`src/rtl/fetch_inst_buffer.sv`:
```
// rtl/fetch_inst_buffer.sv - instruction fetch buffer: SRAM request issue, response capture, 2-entry skid to decode
//
// Requests accepted in cycle N are returned by the SRAM in cycle N+1 and land
// in the output or skid register at the end of that cycle. The output register
// is always older than the skid register, which is always older than the
// in-flight (pending) request. At most two of the three slots are ever occupied.
module fetch_inst_buffer #(
  parameter int                DATA_W   = 32,
  parameter logic [DATA_W-1:0] RESET_PC = 32'hbfc00000
) (
  input  logic              clk,
  input  logic              resetn,
  input  logic              fetch_req,
  input  logic [DATA_W-1:0] fetch_pc,
  output logic              if_allowin,
  output logic              inst_sram_en,
  output logic [DATA_W-1:0] inst_sram_addr,
  input  logic [DATA_W-1:0] inst_sram_rdata,
  input  logic              flush,
  input  logic              id_allowin,
  output logic              if_to_id_valid,
  output logic [DATA_W-1:0] if_to_id_inst,
  output logic [DATA_W-1:0] if_to_id_pc
);

  logic              pend_v_q, pend_v_d;
  logic [DATA_W-1:0] pend_pc_q, pend_pc_d;
  logic              out_v_q, out_v_d;
  logic [DATA_W-1:0] out_inst_q, out_inst_d;
  logic [DATA_W-1:0] out_pc_q, out_pc_d;
  logic              skid_v_q, skid_v_d;
  logic [DATA_W-1:0] skid_inst_q, skid_inst_d;
  logic [DATA_W-1:0] skid_pc_q, skid_pc_d;

  logic       accept;
  logic       drain;
  logic       out_free;
  logic [1:0] occ;
  logic [1:0] occ_left;

  // Handshake terms: a new request is admitted only if it cannot overflow the two slots
  always_comb begin
    drain    = out_v_q & id_allowin;
    out_free = ~out_v_q | drain;
    occ      = {1'b0, pend_v_q} + {1'b0, out_v_q} + {1'b0, skid_v_q};
    occ_left = occ - {1'b0, drain};
    // A flush empties everything at the edge, so the redirect target always fits
    if_allowin     = flush | (occ_left <= 2'd1);
    accept         = fetch_req & if_allowin;
    inst_sram_en   = accept;
    inst_sram_addr = fetch_pc;
  end

  // Next-state: track the in-flight request and steer the returning data in program order
  always_comb begin
    pend_v_d    = accept;
    pend_pc_d   = pend_pc_q;
    out_v_d     = out_v_q;
    out_inst_d  = out_inst_q;
    out_pc_d    = out_pc_q;
    skid_v_d    = skid_v_q;
    skid_inst_d = skid_inst_q;
    skid_pc_d   = skid_pc_q;

    if (accept) begin
      pend_pc_d = fetch_pc;
    end

    if (flush) begin
      // Everything older than the redirect is dropped, including the response arriving now.
      // A drain in this cycle has already completed on the decode side.
      out_v_d  = 1'b0;
      skid_v_d = 1'b0;
    end else if (out_free && skid_v_q) begin
      // Oldest buffered entry advances; the arriving response backfills the skid
      out_v_d    = 1'b1;
      out_inst_d = skid_inst_q;
      out_pc_d   = skid_pc_q;
      skid_v_d   = pend_v_q;
      if (pend_v_q) begin
        skid_inst_d = inst_sram_rdata;
        skid_pc_d   = pend_pc_q;
      end
    end else if (out_free) begin
      // Output data is only overwritten by a real response, so it stays put during bubbles
      out_v_d = pend_v_q;
      if (pend_v_q) begin
        out_inst_d = inst_sram_rdata;
        out_pc_d   = pend_pc_q;
      end
    end else if (pend_v_q) begin
      // Decode is stalled: park the response behind the held output
      skid_v_d    = 1'b1;
      skid_inst_d = inst_sram_rdata;
      skid_pc_d   = pend_pc_q;
    end
  end

  // State registers with synchronous active-high reset; a pending response is forgotten on reset
  always_ff @(posedge clk) begin
    if (resetn) begin
      pend_v_q    <= 1'b0;
      pend_pc_q   <= '0;
      out_v_q     <= 1'b0;
      out_inst_q  <= '0;
      out_pc_q    <= RESET_PC;
      skid_v_q    <= 1'b0;
      skid_inst_q <= '0;
      skid_pc_q   <= '0;
    end else begin
      pend_v_q    <= pend_v_d;
      pend_pc_q   <= pend_pc_d;
      out_v_q     <= out_v_d;
      out_inst_q  <= out_inst_d;
      out_pc_q    <= out_pc_d;
      skid_v_q    <= skid_v_d;
      skid_inst_q <= skid_inst_d;
      skid_pc_q   <= skid_pc_d;
    end
  end

  assign if_to_id_valid = out_v_q;
  assign if_to_id_inst  = out_inst_q;
  assign if_to_id_pc    = out_pc_q;

endmodule

```
`config.mk`:
```
export PLATFORM = sky130hd
export DESIGN_NAME = fetch_inst_buffer
export DESIGN_NICKNAME = d
export VERILOG_FILES = /design/src/rtl/fetch_inst_buffer.sv
export SDC_FILE = /design/constraint.sdc
export NUM_CORES = 1
export LEC_CHECK = 0
export CAP_MARGIN = 5
export CORE_MARGIN = 2
export CORE_UTILIZATION = 40
export DETAILED_ROUTE_END_ITERATION = 7
export GPL_ROUTABILITY_DRIVEN = 0
export PLACE_DENSITY = 0.78
export SKIP_LAST_GASP = 1
export SLEW_MARGIN = 10
export SYNTH_ARGS = -nofsm -noshare
export SYNTH_HDL_FRONTEND = slang
export SYNTH_SLANG_ARGS = --single-unit
```
`constraint.sdc`:
```
create_clock -name clk -period 2.5 [get_ports clk]
set_input_delay 0.5 -clock clk [delete_from_list [all_inputs] [get_ports clk]]
set_output_delay 0.5 -clock clk [all_outputs]
set_load 0.005 [all_outputs]
```
==> flow_metrics.tcl, run 1 <==
set metrics [dict create \
    outcome "complete, but fails checks" \
    violations "setup timing" \
    worstSetupPathType "flip-flop to output pin" \
    first_iter_violations 331 \
    clock.fmax_mhz 384.3 \
    crit_path_cell_trace "and2_4 > ha_4 > inv_2 > ha_4 > a21oi_4 > mux2i_2 > buf_4 > and2_4 > buf_6" \
    clkSlewWorstSetupHoldPaths_ps 60 \
    postSynthAreaPerCell_um2 8.847 \
    cp.arrival_ps 2100 \
    yosys.cell_types.count 27 \
    multi_input_comb_area_um2 2945 \
    required_time_at_the_worst_slack_endpoint_ps 2000 \
    final_wirelength_um 16680 \
    synth.yosys.seq_area_share 0.4822 \
    floorplan.die_area_um2 17980 \
    slew_headroom 0.6212 \
    dpl.cell_count 1075 \
    worstMarginPinSlew_ps 568.2 \
    maxSlewViolCount 0 \
    initial_utilization 0.4081 \
    grt_first_pass_wirelength_um 27560 \
    postLayoutSetupSlackWorst_ps -102.2 \
    route.detailed.vias_per_inst 5.163 \
    design.final.nets 946 \
    antenna_found_initial 0 \
    drive_above_1_share 0.08794 \
    cts_max_path_buffers 2 \
    final_cell_count_no_fill 1107 \
    yosys_register_bits 163 \
    post-route-min-period_ps 2602 \
    worst_path_largest_cell_delay_ps 320 \
    vias 5715 \
    coreArea_um2 16580 \
    pin_count 168 \
    cp_top_family "adder cells" \
    rsz0062_at_grt "yes" \
    final_min_period_over_clock_period 1.041 \
    drt_pass1_iterations 4 \
    area_overhead_of_the_layout_relative_to_synthesis_pct 34.24 \
    hold_viol_final 0 \
    root_buffer "sky130_fd_sc_hd__clkbuf_16" \
    buf_inv_on_cp 3 \
    cts_tree "yes" \
    h-tree-depth 4 \
    placedInstanceArea_um2 8414 \
    worst-path-max-fanout 2 \
    detail-route-antenna-nets 0 \
    design_area_um2 9085 \
    die_y_um 134.1 \
    vias_in_the_first_global_route 5544 \
    critPathCaptureType "output pin" \
    wl_per_cell_um 15.07 \
    power.ir.vdd_worst_mv 0.5075 \
    placement_rows 47 \
    timing.max_cap.violations 0 \
    cp-start-kind "flip-flop" \
    synth.cell_area_um2 6768 \
    finalSetupTns_ps -102.2 \
    leading_cell_type_in_the_layout_fill_and_taps_excluded "sky130_fd_sc_hd__nand2_1" \
    p_leak_uw 0.003101 \
    drc_errors 0 \
    cts_sinks 163 \
    tritoncts.num_buffers 17 \
    power_density_over_the_cells_nw_per_um2 669.4 \
    globalRouteTotalUtil 0.1899 \
    place.port_buffers 167 \
    final-setup-viol-count 1 \
    seq_area_um2 3264 \
    yosys.area.top_type_share 0.4822 \
    post_synth_main_area_contributors "sky130_fd_sc_hd__dfxtp_1 (48%), sky130_fd_sc_hd__nand2_1 (11%), sky130_fd_sc_hd__a21oi_1 (8.9%), sky130_fd_sc_hd__o221ai_1 (7.1%), sky130_fd_sc_hd__nand2b_1 (5.9%)" \
    die-width_um 134.1 \
    synth_top_cell_by_area "sky130_fd_sc_hd__dfxtp_1" \
    syn-num-nets 836 \
    yosys_warning_total 0 \
    antennaDiodeCount 0 \
    detailed_place_hpwl_um 10420 \
    finalClockSkew_ps 7.627 \
    worst_path_max_delay_cell "sky130_fd_sc_hd__dfxtp_2" \
    grt_overflow 0 \
    fillers 1505 \
    synth_cells 765 \
    timing.hold.worst.class "flip-flop to flip-flop" \
    clock_latency_ps 420 \
    maximum_number_of_pins_on_one_net_before_global_route_repair 81 \
    mostFrequentLayoutCells "sky130_fd_sc_hd__nand2_1 (193), sky130_fd_sc_hd__clkdlybuf4s50_1 (163), sky130_fd_sc_hd__dfxtp_1 (162), sky130_fd_sc_hd__a21oi_1 (119), sky130_fd_sc_hd__nand2b_1 (64)" \
]
[state kept, by name, summed over array words and instances (netlist names)]
name and count:
if_to_id_inst 32, if_to_id_pc 32, pend_pc_q 32, skid_inst_q 32, skid_pc_q 32, if_to_id_valid 1, pend_v_q 1, skid_v_q 1
[through the flow]
stage               worst slack [ps]    util  power, uW  hold slack, ps
floorplan                      56.77       -       3013           436.1
global placement              -631.7  0.5074       3272           438.0
detailed placement            -693.1  0.5074       3279           442.5
CTS                           -162.3  0.5478       6139           450.9
global route                  -198.1  0.5478       6288           464.3
finish                        -102.2  0.5478       6081           448.2
[where the power goes]
part | switching [uW] | total (uW) | internal, uW | leakage (uW)
Clock | 1060 | 2860 | 1800 | 0.000310
Sequential | 44.1 | 2710 | 2670 | 0.00132
Combinational | 214 | 512 | 298 | 0.00147
[worst reg2reg max path, delay by kind of cell, from the launching register on]
| kind | cells | cell delay (ps) |
|---|---|---|
| buf+inv | 3 | 640 |
| mux | 2 | 520 |
| fa+ha+maj | 2 | 470 |
| flops | 1 | 320 |
| simple gates | 2 | 290 |
| compound gates | 1 | 120 |
[final timing paths]
| kind | start | end | slack, ps | cells past startpoint |
|---|---|---|---|---|
| setup reg to reg | if_to_id_valid | pend_pc_q[8] | 70 | 10 |
| hold reg to reg | if_to_id_inst[8] | if_to_id_inst[8] | 450 | 2 |
| hold / removal | if_to_id_inst[8] | if_to_id_inst[8] | 450 | 2 |
| setup / recovery | if_to_id_valid | inst_sram_en | -100 | 9 |
[what timing repair did]
item / in CTS / in global routing
endpoints found under the setup margin: 35 / 34
pin swaps: 5 / 3
setup buffers: 2 / 0
hold buffers: 0 / 0
gates resized for setup: 15 / 0
[area by class of cell]
type | instances | share of cell area
sequential | 163 | 0.3593
multi-input combinational | 502 | 0.3242
timing repair buffer | 188 | 0.2136
clock buffer | 19 | 0.04875
tap | 220 | 0.03030
clock inverter | 12 | 0.02259
inverter | 3 | 0.001239
[cells by family after synthesis]
family,after synthesis,synth area share
buffers and inverters,100,0.09151
multiplexers,33,0.04881
flip-flops,163,0.4822
AND/OR/NAND/NOR,279,0.1897
AO/OA/AOI/OAI,188,0.1841
adder cells (fa/ha/maj),2,0.003697
[cells in the mapped netlist]
cell,instances
sky130_fd_sc_hd__nor2_1,2
sky130_fd_sc_hd__nor3_1,2
sky130_fd_sc_hd__and2_1,2
sky130_fd_sc_hd__or3_1,1
sky130_fd_sc_hd__nor2b_1,3
sky130_fd_sc_hd__dfxtp_1,163
sky130_fd_sc_hd__nand3b_1,9
sky130_fd_sc_hd__o221ai_1,55
sky130_fd_sc_hd__o21ai_2,1
sky130_fd_sc_hd__ha_1,2
sky130_fd_sc_hd__clkbuf_4,2
sky130_fd_sc_hd__a211oi_1,1
sky130_fd_sc_hd__buf_6,10
sky130_fd_sc_hd__inv_1,3
sky130_fd_sc_hd__o21a_1,1
sky130_fd_sc_hd__o221ai_2,9
sky130_fd_sc_hd__buf_2,27
sky130_fd_sc_hd__nor2b_4,1
sky130_fd_sc_hd__clkbuf_1,24
sky130_fd_sc_hd__nand2_1,193
sky130_fd_sc_hd__mux2i_1,33
sky130_fd_sc_hd__buf_4,34
sky130_fd_sc_hd__nor2_2,1
sky130_fd_sc_hd__a21oi_1,120
sky130_fd_sc_hd__o21ai_0,1
sky130_fd_sc_hd__nand2b_1,64
sky130_fd_sc_hd__nor3_4,1
[per-layer routing]
layer	vias up	share of wire	global-route usage	routed length, um
met5	-	0	0	0
met3	16	0.060	0.04724	1008
li1	2822	-	-	-
met2	179	0.47	0.3077	7884
met1	2698	0.45	0.2498	7583
met4	0	0.012	0.06082	204
Note: power is estimated with default switching activity, not from simulation.
==> run 2: changes to the inputs <==
--- a/config.mk
+++ b/config.mk
@@ -8,6 +8,7 @@
 export CAP_MARGIN = 5
 export CORE_MARGIN = 2
 export CORE_UTILIZATION = 40
+export CTS_BUF_LIST = sky130_fd_sc_hd__clkbuf_16
 export DETAILED_ROUTE_END_ITERATION = 7
 export GPL_ROUTABILITY_DRIVEN = 0
 export PLACE_DENSITY = 0.78
==> flow_metrics.tcl, run 2 (same netlist as run 1, synthesis figures left out) <==
set metrics [dict create \
    outcome "complete, but fails checks" \
    violations "setup timing" \
    slew_headroom 0.6202 \
    p_leak_uw 0.003099 \
    critPathCaptureType "output pin" \
    final-setup-viol-count 1 \
    worstMarginPinSlew_ps 569.7 \
    mostFrequentLayoutCells "sky130_fd_sc_hd__nand2_1 (193), sky130_fd_sc_hd__clkdlybuf4s50_1 (163), sky130_fd_sc_hd__dfxtp_1 (162), sky130_fd_sc_hd__a21oi_1 (119), sky130_fd_sc_hd__nand2b_1 (64)" \
    worst_path_max_delay_cell "sky130_fd_sc_hd__dfxtp_2" \
    initial_utilization 0.4081 \
    die_y_um 134.1 \
    grt_first_pass_wirelength_um 27540 \
    route.detailed.vias_per_inst 5.174 \
    globalRouteTotalUtil 0.1898 \
    rsz0062_at_grt "yes" \
    drive_above_1_share 0.08681 \
    detailed_place_hpwl_um 10420 \
    multi_input_comb_area_um2 2945 \
    maximum_number_of_pins_on_one_net_before_global_route_repair 81 \
    seqPwrFrac 0.448 \
    dpl.cell_count 1075 \
    vias_in_the_first_global_route 5542 \
    worst_path_largest_cell_delay_ps 320 \
    power_frac_comb 0.085 \
    postLayoutCoreUtil 0.5472 \
    timing.max_cap.violations 0 \
    place.port_buffers 167 \
    worst-path-max-fanout 2 \
    antenna_found_initial 0 \
    power.ir.vdd_worst_mv 0.5069 \
    h-tree-depth 4 \
    timing.hold.worst.class "flip-flop to flip-flop" \
    area_overhead_of_the_layout_relative_to_synthesis_pct 34.09 \
    worstSetupPathType "flip-flop to output pin" \
    cts_sinks 163 \
    final_cell_count_no_fill 1107 \
    final_min_period_over_clock_period 1.040 \
    cts_max_path_buffers 2 \
    crit_path_cell_trace "and2_4 > ha_4 > inv_2 > ha_4 > a21oi_4 > mux2i_2 > buf_4 > and2_4 > buf_6" \
    clkSlewWorstSetupHoldPaths_ps 60 \
    clock.fmax_mhz 384.5 \
    postLayoutSetupSlackWorst_ps -101.0 \
    pin_count 168 \
    leading_cell_type_in_the_layout_fill_and_taps_excluded "sky130_fd_sc_hd__nand2_1" \
    design.final.nets 946 \
    grt_overflow 0 \
    cp.arrival_ps 2100 \
    maxSlewViolCount 0 \
    switching_share 0.2179 \
    p_switching_uw 1318 \
    place_ws_ps -693.1 \
    antennaDiodeCount 0 \
    drc_errors 0 \
    coreArea_um2 16580 \
    seq_area_um2 3264 \
    hold_viol_final 0 \
    wl_per_cell_um 15.10 \
    required_time_at_the_worst_slack_endpoint_ps 2000 \
    detail-route-antenna-nets 0 \
    fillers 1504 \
    floorplan.die_area_um2 17980 \
    internal_power_uw 4730 \
    cp-start-kind "flip-flop" \
    tritoncts.num_buffers 17 \
    placement_rows 47 \
    post-route-min-period_ps 2601 \
    power_density_over_the_cells_nw_per_um2 666.4 \
    clock_latency_ps 420 \
    finalClockSkew_ps 7.343 \
    die-width_um 134.1 \
    vias 5728 \
    first_iter_violations 316 \
    root_buffer "sky130_fd_sc_hd__clkbuf_16" \
    cts_tree "yes" \
    cts_hold_buf 0 \
    final_wirelength_um 16710 \
    drt_pass1_iterations 4 \
    p_clk_frac 0.467 \
    totalPowerFinal_uw 6047 \
]
==> run 2: changes by cell type in the layout (fill, tap and decap cells not counted) <==
cell	previous run	this run
sky130_fd_sc_hd__clkbuf_8	1	0
sky130_fd_sc_hd__inv_1	1	2
sky130_fd_sc_hd__clkbuf_1	1	0
sky130_fd_sc_hd__clkinv_1	0	1
==> run 2: critical path: cells and delay by family, from the launching register on <==
family / cells / cell delay (ps)
AO/OA/AOI/OAI: 1 / 120
buffers and inverters: 3 / 260
adder cells (fa/ha/maj): 2 / 470
multiplexers: 1 / 230
flip-flops: 1 / 320
AND/OR/NAND/NOR: 2 / 290
==> run 2: layout make-up <==
class                           count  area share
Clock inverter                     14     0.02344
Sequential cell                   163      0.3597
Clock buffer                       17     0.04688
Tap cell                          220     0.03033
Timing Repair Buffer              188      0.2138
Multi-Input combinational cell    502      0.3246
Inverter                            3    0.001241
==> run 2: path summary, 6_finish.rpt <==
path,from,endpoint,slack (ps),depth (start not counted)
max,if_to_id_valid,inst_sram_en,-100,9
min,if_to_id_inst[8],if_to_id_inst[8],450,2
max reg2reg,if_to_id_valid,pend_pc_q[8],70,10
min reg2reg,if_to_id_inst[8],if_to_id_inst[8],450,2
==> run 2: per-stage QoR <==
stage	instance area [um^2]	hold WS, ps	setup TNS [ps]
detailed placement	8414	442.5	-18490
CTS	9075	450.7	-192.9
global route	9075	464.3	-1392
finish	9075	448.3	-101.0
floorplan	6807	436.1	0
global placement	8414	438.0	-15950
==> run 2: per-layer routing <==
layer  part of all wire  up-vias  global-route usage
met5                  0        -                   0
met4              0.012        0             0.06082
met3              0.055       17             0.04724
met2               0.47      156              0.3080
met1               0.46     2737              0.2491
li1                   -     2818                   -
==> run 2: power by group through the flow <==
stage | logic, uW | registers [uW] | clock network, uW
3_5_place_dp | 511 | 2770 | 0
5_1_grt | 555 | 2720 | 2980
4_1_cts | 518 | 2710 | 2880
3_3_place_gp | 507 | 2770 | 0
2_1_floorplan | 251 | 2760 | 0
6_report | 512 | 2710 | 2820
==> run 2: repair_timing <==
action,in CTS,in global routing
cloned,0,0
setup endpoints to repair,35,34
resized for setup,15,0
setup buffers,2,0
pin swaps,5,3
